## src/rtl/rtc_timekeeper.sv

```systemverilog
// Time-of-day counter: divides clk down to a 1 Hz tick and keeps hh:mm:ss with
// run/hold, increment buttons, validated load, 12/24 h display and a sticky alarm.
`timescale 1ns/1ps

module rtc_timekeeper #(
    parameter int TICKS_PER_SEC = 50_000_000,
    parameter int PRESCALE_W    = $clog2(TICKS_PER_SEC)
) (
    input  logic       clk,
    input  logic       rst,
    input  logic       run_en,
    input  logic       mode_12h,
    input  logic       inc_min,
    input  logic       inc_hr,
    input  logic       load_valid,
    input  logic [4:0] load_hr,
    input  logic [5:0] load_min,
    input  logic [5:0] load_sec,
    input  logic [4:0] alarm_hr,
    input  logic [5:0] alarm_min,
    input  logic       alarm_arm,
    input  logic       alarm_ack,
    output logic [5:0] sec,
    output logic [5:0] min,
    output logic [4:0] hr,
    output logic       pm,
    output logic       tick_1hz,
    output logic       load_err,
    output logic       alarm_irq
);

    localparam logic [PRESCALE_W-1:0] PRESC_LAST = PRESCALE_W'(TICKS_PER_SEC - 1);

    logic [PRESCALE_W-1:0] presc_q, presc_n;
    logic [5:0]            sec_q, sec_c, sec_n;
    logic [5:0]            min_q, min_c, min_n;
    logic [4:0]            hr_q, hr_c, hr_n;
    logic                  inc_min_q, inc_hr_q;
    logic                  tick_q, load_err_q, alarm_irq_q;

    logic                  tick, load_ok, min_fire, hr_fire;
    logic                  time_upd, alarm_hit, irq_n;

    always_comb begin
        load_ok  = load_valid && (load_hr <= 5'd23) && (load_min <= 6'd59)
                   && (load_sec <= 6'd59);
        tick     = run_en && (presc_q == PRESC_LAST);
        min_fire = inc_min && !inc_min_q;
        hr_fire  = inc_hr && !inc_hr_q;
    end

    // An accepted load restarts the second so the new time is held a full second.
    always_comb begin
        presc_n = presc_q + 1'b1;
        if (!run_en || load_ok || tick) begin
            presc_n = '0;
        end
    end

    always_comb begin
        sec_c = sec_q;
        min_c = min_q;
        hr_c  = hr_q;
        if (tick) begin
            if (sec_q == 6'd59) begin
                sec_c = 6'd0;
                if (min_q == 6'd59) begin
                    min_c = 6'd0;
                    hr_c  = (hr_q == 5'd23) ? 5'd0 : hr_q + 5'd1;
                end else begin
                    min_c = min_q + 6'd1;
                end
            end else begin
                sec_c = sec_q + 6'd1;
            end
        end
    end

    // Buttons act on the already-carried time and never ripple into the next field.
    always_comb begin
        sec_n = sec_c;
        min_n = min_c;
        hr_n  = hr_c;
        if (load_ok) begin
            sec_n = load_sec;
            min_n = load_min;
            hr_n  = load_hr;
        end else begin
            if (min_fire) begin
                min_n = (min_c == 6'd59) ? 6'd0 : min_c + 6'd1;
            end
            if (hr_fire) begin
                hr_n = (hr_c == 5'd23) ? 5'd0 : hr_c + 5'd1;
            end
        end
    end

    // Match only when the time is written this edge; set beats clear.
    always_comb begin
        time_upd  = load_ok || tick || min_fire || hr_fire;
        alarm_hit = alarm_arm && time_upd && (hr_n == alarm_hr)
                    && (min_n == alarm_min) && (sec_n == 6'd0);
        irq_n     = alarm_irq_q;
        if (alarm_hit) begin
            irq_n = 1'b1;
        end else if (alarm_ack || !alarm_arm) begin
            irq_n = 1'b0;
        end
    end

    always_ff @(posedge clk or negedge rst) begin
        if (!rst) begin
            presc_q     <= '0;
            sec_q       <= '0;
            min_q       <= '0;
            hr_q        <= '0;
            inc_min_q   <= 1'b0;
            inc_hr_q    <= 1'b0;
            tick_q      <= 1'b0;
            load_err_q  <= 1'b0;
            alarm_irq_q <= 1'b0;
        end else begin
            presc_q     <= presc_n;
            sec_q       <= sec_n;
            min_q       <= min_n;
            hr_q        <= hr_n;
            inc_min_q   <= inc_min;
            inc_hr_q    <= inc_hr;
            tick_q      <= tick && !load_ok;
            load_err_q  <= load_valid && !load_ok;
            alarm_irq_q <= irq_n;
        end
    end

    // Display mapping is purely combinational so mode changes show immediately.
    always_comb begin
        hr = hr_q;
        if (mode_12h) begin
            if (hr_q == 5'd0) begin
                hr = 5'd12;
            end else if (hr_q > 5'd12) begin
                hr = hr_q - 5'd12;
            end
        end
    end

    assign pm        = (hr_q >= 5'd12);
    assign sec       = sec_q;
    assign min       = min_q;
    assign tick_1hz  = tick_q;
    assign load_err  = load_err_q;
    assign alarm_irq = alarm_irq_q;

endmodule

```

## config.mk

```make
export PLATFORM = sky130hd
export DESIGN_NAME = rtc_timekeeper
export DESIGN_NICKNAME = d
export VERILOG_FILES = /design/src/rtl/rtc_timekeeper.sv
export SDC_FILE = /design/constraint.sdc
export NUM_CORES = 1
export LEC_CHECK = 0
export ABC_AREA = 0
export CAP_MARGIN = 20
export CORE_UTILIZATION = 50
export CTS_BUF_LIST = sky130_fd_sc_hd__clkbuf_8 sky130_fd_sc_hd__clkbuf_16
export DETAILED_ROUTE_END_ITERATION = 12
export DONT_BUFFER_PORTS = 1
export GPL_TIMING_DRIVEN = 1
export SYNTH_ARGS = -nofsm -noshare
export SYNTH_HDL_FRONTEND = slang
export SYNTH_SLANG_ARGS = --single-unit
```

## constraint.sdc

```tcl
create_clock -name clk -period 4.8 [get_ports clk]
set_clock_uncertainty 0.2 [all_clocks]
set_input_delay 0.96 -clock clk [delete_from_list [all_inputs] [get_ports clk]]
set_output_delay 0.96 -clock clk [all_outputs]
set_load 0.01 [all_outputs]
```

=== After elaboration in Yosys (flattened, before gate mapping) ===
Index checks and enable logic that the tools add are counted.

* Register bits after elaboration: 48
* Input bits: 37
* Output and inout port bits: 21
* Word-level logic and storage cells: 77

* Add/subtract/negate cells: 7
* $lt $le $gt $ge: 5
* Eq/ne operators: 8
* Muxes and demuxes: 22
* Reduce and logical (&&, ||, !) cells: 26

{| class="wikitable"
|+ Operators by type and width
! kind !! count
|-
| $mux W6 || 9
|-
| $mux W5 || 10
|-
| $add A26 B1 Y26 const B || 1
|-
| $eq A26 B26 Y1 const B || 1
|-
| $mux W26 || 1
|-
| $add A6 B1 Y6 const B || 3
|-
| $eq A6 B6 Y1 const B || 3
|-
| $le A6 B6 Y1 const B || 2
|-
| $logic_and A1 B1 Y1 || 12
|-
| $add A5 B1 Y5 const B || 2
|-
| $eq A5 B5 Y1 const B || 2
|-
| $eq A6 B6 Y1 || 1
|-
| $logic_not A6 Y1 || 1
|-
| $logic_or A1 B1 Y1 || 6
|-
| $eq A5 B5 Y1 || 1
|-
| $ge A5 B4 Y1 const B || 1
|-
| $gt A5 B4 Y1 const B || 1
|-
| $le A5 B5 Y1 const B || 1
|-
| $logic_not A1 Y1 || 5
|-
| $logic_not A5 Y1 || 1
|-
| $sub A5 B4 Y5 const B || 1
|-
| $mux W1 || 2
|-
| $reduce_bool A2 Y1 || 1
|}

=== Longest topological paths before layout ===
* Word-level depth: 14
* Depth in mapped cells: 17

=== Least setup slack after synthesis ===
No wires, ideal clock.

* Path kind: input-to-reg
* Start point: input run_en
* End point: register alarm_irq_q, in the netlist alarm_irq
* Library setup time: 0.092 ns
* Arrival: 3.825 ns
* Setup slack: 0.683 ns
* Cell stages on the path: 14
* Path buffers: 1
* Path through: and4b_1 and4_1 buf_2 nand3_1 nor3_1 a21o_1 ha_1 nand2_1 or3_1 mux2i_1 o21ai_0 or4_1 or4_1 o31ai_2

* Longest elaborated chain between the ends: 11

{| class="wikitable"
|+ RTL lines
! element !! RTL line !! source
|-
| from (decl) || 11 || <nowiki>input logic run_en,</nowiki>
|-
| $logic_and A1 B1 Y1 (*) || 47 || <nowiki>tick = run_en && (presc_q == PRESC_LAST);</nowiki>
|-
| $mux W5 || 64 || <nowiki>if (tick) begin</nowiki>
|-
| $add A5 B1 Y5 or $eq A5 B5 Y1 (tied branches) || 93 || <nowiki>hr_n = (hr_c == 5'd23) ? 5'd0 : hr_c + 5'd1;</nowiki>
|-
| $mux W5 || 93 ||
|-
| $mux W5 || 92 || <nowiki>if (hr_fire) begin</nowiki>
|-
| $mux W5 || 84 || <nowiki>if (load_ok) begin</nowiki>
|-
| $eq A5 B5 Y1 || 101 || <nowiki>alarm_hit = alarm_arm && time_upd && (hr_n == alarm_hr)</nowiki>
|-
| $logic_and A1 B1 Y1 || 101 ||
|-
| $logic_and A1 B1 Y1 || 102 || <nowiki>&& (min_n == alarm_min) && (sec_n == 6'd0);</nowiki>
|-
| $logic_and A1 B1 Y1 (*) || 102 ||
|-
| $mux W1 or $reduce_bool A2 Y1 (tied branches) || - ||
|-
| to (signal assigned) || 131 || <nowiki>alarm_irq_q <= irq_n;</nowiki>
|-
| to (decl) || 39 || <nowiki>logic tick_q, load_err_q, alarm_irq_q;</nowiki>
|}

Mark *: on every way between the ends. The rest lies on a longest branch, timed or not.
A chain may end at the register's enable or synchronous reset.

=== Worst setup path after layout ===
* Start point: register sec_q[1], in the netlist sec[1]
* End point: register alarm_irq_q, in the netlist alarm_irq

* Longest elaborated chain between the ends: 12

{| class="wikitable"
|+ RTL lines
! element !! RTL line !! source
|-
| from (decl) || 35 || <nowiki>logic [5:0] sec_q, sec_c, sec_n;</nowiki>
|-
| from (signal assigned) || 124 || <nowiki>sec_q <= sec_n;</nowiki>
|-
| $eq A6 B6 Y1 || 65 || <nowiki>if (sec_q == 6'd59) begin</nowiki>
|-
| $mux W5 || 65 ||
|-
| $mux W5 || 64 ||
|-
| $add A5 B1 Y5 or $eq A5 B5 Y1 (tied branches) || 93 ||
|-
| $mux W5 || 93 ||
|-
| $mux W5 || 92 ||
|-
| $mux W5 || 84 ||
|-
| $eq A5 B5 Y1 || 101 ||
|-
| $logic_and A1 B1 Y1 || 101 ||
|-
| $logic_and A1 B1 Y1 || 102 ||
|-
| $logic_and A1 B1 Y1 (*) || 102 ||
|-
| $mux W1 or $reduce_bool A2 Y1 (tied branches) || - ||
|}

Marks and branches as above.

==> summary.md <==
| Metric | Value |
|---|---|
| Run status | completed |
| Floorplan die width | 86.42 um |
| Critical Path, Cell by Cell | ha_2 -> nand3b_1 -> or4_4 -> or2_0 -> nor3_1 -> a21oi_2 -> inv_1 -> ha_1 -> o311a_1 -> nand4b_1 -> nand3_1 -> o311ai_1 -> or4_1 -> or4_1 -> o31ai_2 |
| Hold/Removal Path Class | in2async |
| Worst slew margin | 0.3331 |
| # rows | 30 |
| Wire length of the first global-routing pass | 15260 um |
| Post-synthesis sequential element count | 48 |
| WP data required | 4.82 ns |
| Setup repair after global routing missed its margin | no |
| Worst-margin pin slew | 0.9975 ns |
| Worst flop-to-flop path endpoint | alarm_irq$_DFFE_PN0P_ |
| Share of synthesized flip-flops with an asynchronous set or reset | 1.000 |
| Crit-path most repeated cell | or4_1 |
| Syn-to-layout area delta | 7.655% |
| Cell type contributing the most total cell area after synthesis | dfrtp_1 |
| Origin of the worst setup path | sec[1]$_DFF_PN0_ |
| Total via count after detailed routing | 3200 |
| Area share of the largest cell type after synthesis | 0.3371 |
| Antenna diode count | 0 |
| Pwr dens | 291.7 nW/um^2 |
| Number of DRC violations after detailed-routing iteration 0 | 168 |
| I/O pin count | 58 |
| Layout net count | 472 |
| Detail Route Antenna Nets | 0 |
| Top routing layer used | met4 |
| Sequential area share after synthesis | 0.3371 |
| Post-synthesis average cell area | 8.464 um^2 |
| Clock latency reported for the late side of the worst-skew pair | 0.30 ns |
| Number of clock sinks | 48 |
| GRT Overall Usage | 0.2596 |
| Vias in the first global route | 3014 |
| Total congestion overflow | 0 |
| Finished Cell Area | 3836 um^2 |
| Initial antenna violation count | 0 |
| Remaining design rule violation count | 0 |
| Total setup buffers inserted after CTS | 0 |
| Pre-CTS setup slack | 0.3050 ns |
| Pins Over Slew Limit | 0 |
| Fillers | 686 |
| Synthesized netlist net count | 468 |
| Maximum achievable frequency | 223.6 MHz |
| Number of distinct library cells after synthesis | 70 |
| Last weighted congestion value of the routability-driven placer | 0.9043 |
| Clock period minus final worst setup slack | 4.472 ns |
| Sort of element at the end of the critical path | flop |
| Routed metal-1 wire length | 4511 um |
| Number of max-capacitance violations reported | 0 |
| CTS tree | built |
| Fin. Hold Viols | 0 |
| Total half-perimeter wirelength after legalization and detailed placement | 7094 um |
| Pin count of the biggest net entering global routing | 49 |
| Critical path startpoint category | flop |
| Clock slew at the register clock pins of the worst setup and hold paths | 0.10 ns |
| Data arrival time of the worst path | 4.49 ns |
| Setup violators final | 0 |
| Final-layout setup total negative slack | 0 ns |
| Total length of routed wires | 9423 um |
| CP peak stage delay | 0.54 ns |
| Count of port buffers added during placement | 0 |
| Dpl cell area | 3696 um^2 |
| Die outline area | 7468 um^2 |
| Initial core utilization | 0.5216 |
| Type of the worst setup path | reg2reg |
| Part of the cycle the worst path needs | 0.9318 |
| Cell depth of the worst flop-to-flop path | 15 |
| Max Root-Sink Buffers | 2 |
| Area of the multi-input gates | 2268 um^2 |
| Count of warnings emitted by yosys | 0 |
| Average vias per placed instance | 6.142 |
| Reg-to-Reg Start | sec[1]$_DFF_PN0_ |
| CTS Buf Count | 5 |
| Area of the core | 6832 um^2 |
| Met3 WL | 657 um |
| Root Driver | clkbuf_8 |
| H-tree lvl count | 2 |
| Met2 Routed Length | 4121 um |
| Register-to-register setup slack | 0.33 ns |
| Leakage power figure | 1.563 nW |
| Fraction of layout cells with a size suffix above 1 | 0.09176 |
| Cell count after synthesis | 421 |
| Routed len/inst | 18.09 um |
| Critical path's slowest cell | or4_4 |
| Register cell area after layout | 1202 um^2 |
| Maximum fanout count along the critical path | 6 |
| Cell types occupying the most area after synthesis | dfrtp_1 34%, nor2_1 6.1%, xor2_1 5.4% |
| Number of enable-type register cells in the synthesized netlist | 0 |
| First-pass iteration count of the detailed router | 5 |
| Cell area after synthesis | 3563 um^2 |
| Setup slack of the critical path after layout | 0.3275 ns |
| Die H | 86.42 um |
| Commonest non-fill, non-tap cells in the layout | 58 x nor2_1, 47 x dfrtp_1, 44 x nand2_1 |
| Most instantiated flip-flop cell in the synthesis netlist | dfrtp_1 |
| Peak supply drop | 0.0001562 V |
| Most common cell after layout, fill and taps aside | nor2_1 |
## stage by stage
step / instances / util / hold WS, ns / power (W)
finish: 521 / 0.5615 / 0.1361 / 0.001119
global placement: 514 / 0.5410 / 0.2614 / 0.0007749
detailed placement: 514 / 0.5410 / 0.2747 / 0.0007744
floorplan: 421 / - / 0.2479 / 0.0006979
CTS: 521 / 0.5599 / 0.1332 / 0.001121
global route: 521 / 0.5615 / 0.1169 / 0.001184
## Yosys cell counts, types with 4 or more instances
master and number:
inv_1 13, xor2_1 22, xnor2_1 16, or4_1 4
nand3_1 25, nand2_1 44, nand2b_1 6, or3_1 5
ha_1 10, clkbuf_1 8, dfrtp_1 48, mux2i_1 7
o211ai_1 8, and2_1 5, nand4b_1 4, and4b_1 4
nand3b_1 4, o21ai_0 12, nor2_1 58, nand4_1 9
a31oi_1 8, nor3_1 9, a21oi_1 19, and3_1 7
## state kept, by name (all words and copies together), names as in the netlist
signal	cells
alarm_irq	1
sec	6
min	6
inc_hr_q	1
load_err	1
tick_1hz	1
presc_q	26
inc_min_q	1
hr_q	5
## timing repair
action	in CTS	in global routing
setup endpoints to repair	0	1
hold buffers	0	0
gates resized for setup	0	4
## power breakdown
part	internal, W	total (W)	switching [W]
clock	0.000205	0.000344	0.000139
sequential	0.000431	0.000482	0.0000508
combinational	0.000117	0.000293	0.000176
## worst max path at each step
stage / slack [ns] / to / cells after the start
floorplan: 0.68 / alarm_irq$_DFFE_PN0P_ / 14
global placement: 0.47 / alarm_irq$_DFFE_PN0P_ / 14
detailed placement: 0.31 / alarm_irq$_DFFE_PN0P_ / 15
CTS: 0.31 / alarm_irq$_DFFE_PN0P_ / 15
global route: 0.001 / alarm_irq$_DFFE_PN0P_ / 15
finish: 0.33 / alarm_irq$_DFFE_PN0P_ / 15
## metal layers
metal	track usage	vias to the layer above
li1	-	1523
met1	0.3678	1552
met2	0.4004	112
met3	0.06476	13
met4	0.05758	0
met5	0	-
## area by class of cell
type / instances / share of cell area
Clock buffer: 5 / 0.01794
Clock inverter: 2 / 0.01566
Inverter: 13 / 0.01272
Multi-Input combinational cell: 348 / 0.5913
Sequential cell: 48 / 0.3134
Tap cell: 96 / 0.03131
Timing Repair Buffer: 9 / 0.01761
## logic make-up after synthesis
kind of cell	Yosys count	synth area share
AND/OR/NAND/NOR	212	0.3216
buffers and inverters	25	0.02914
AO/OA/AOI/OAI	79	0.1577
multiplexers	9	0.02598
XOR/XNOR	38	0.09340
adder cells (fa/ha/maj)	10	0.03511
flip-flops	48	0.3371
## critical path: cells and delay by family, from the launching register on
kind	cells	cell delay, ns
flip-flops	1	0.48
adder cells (fa/ha/maj)	2	0.46
buffers and inverters	1	0.09
AND/OR/NAND/NOR	8	2.59
AO/OA/AOI/OAI	4	0.55
Power figures use the tool's default switching activity.
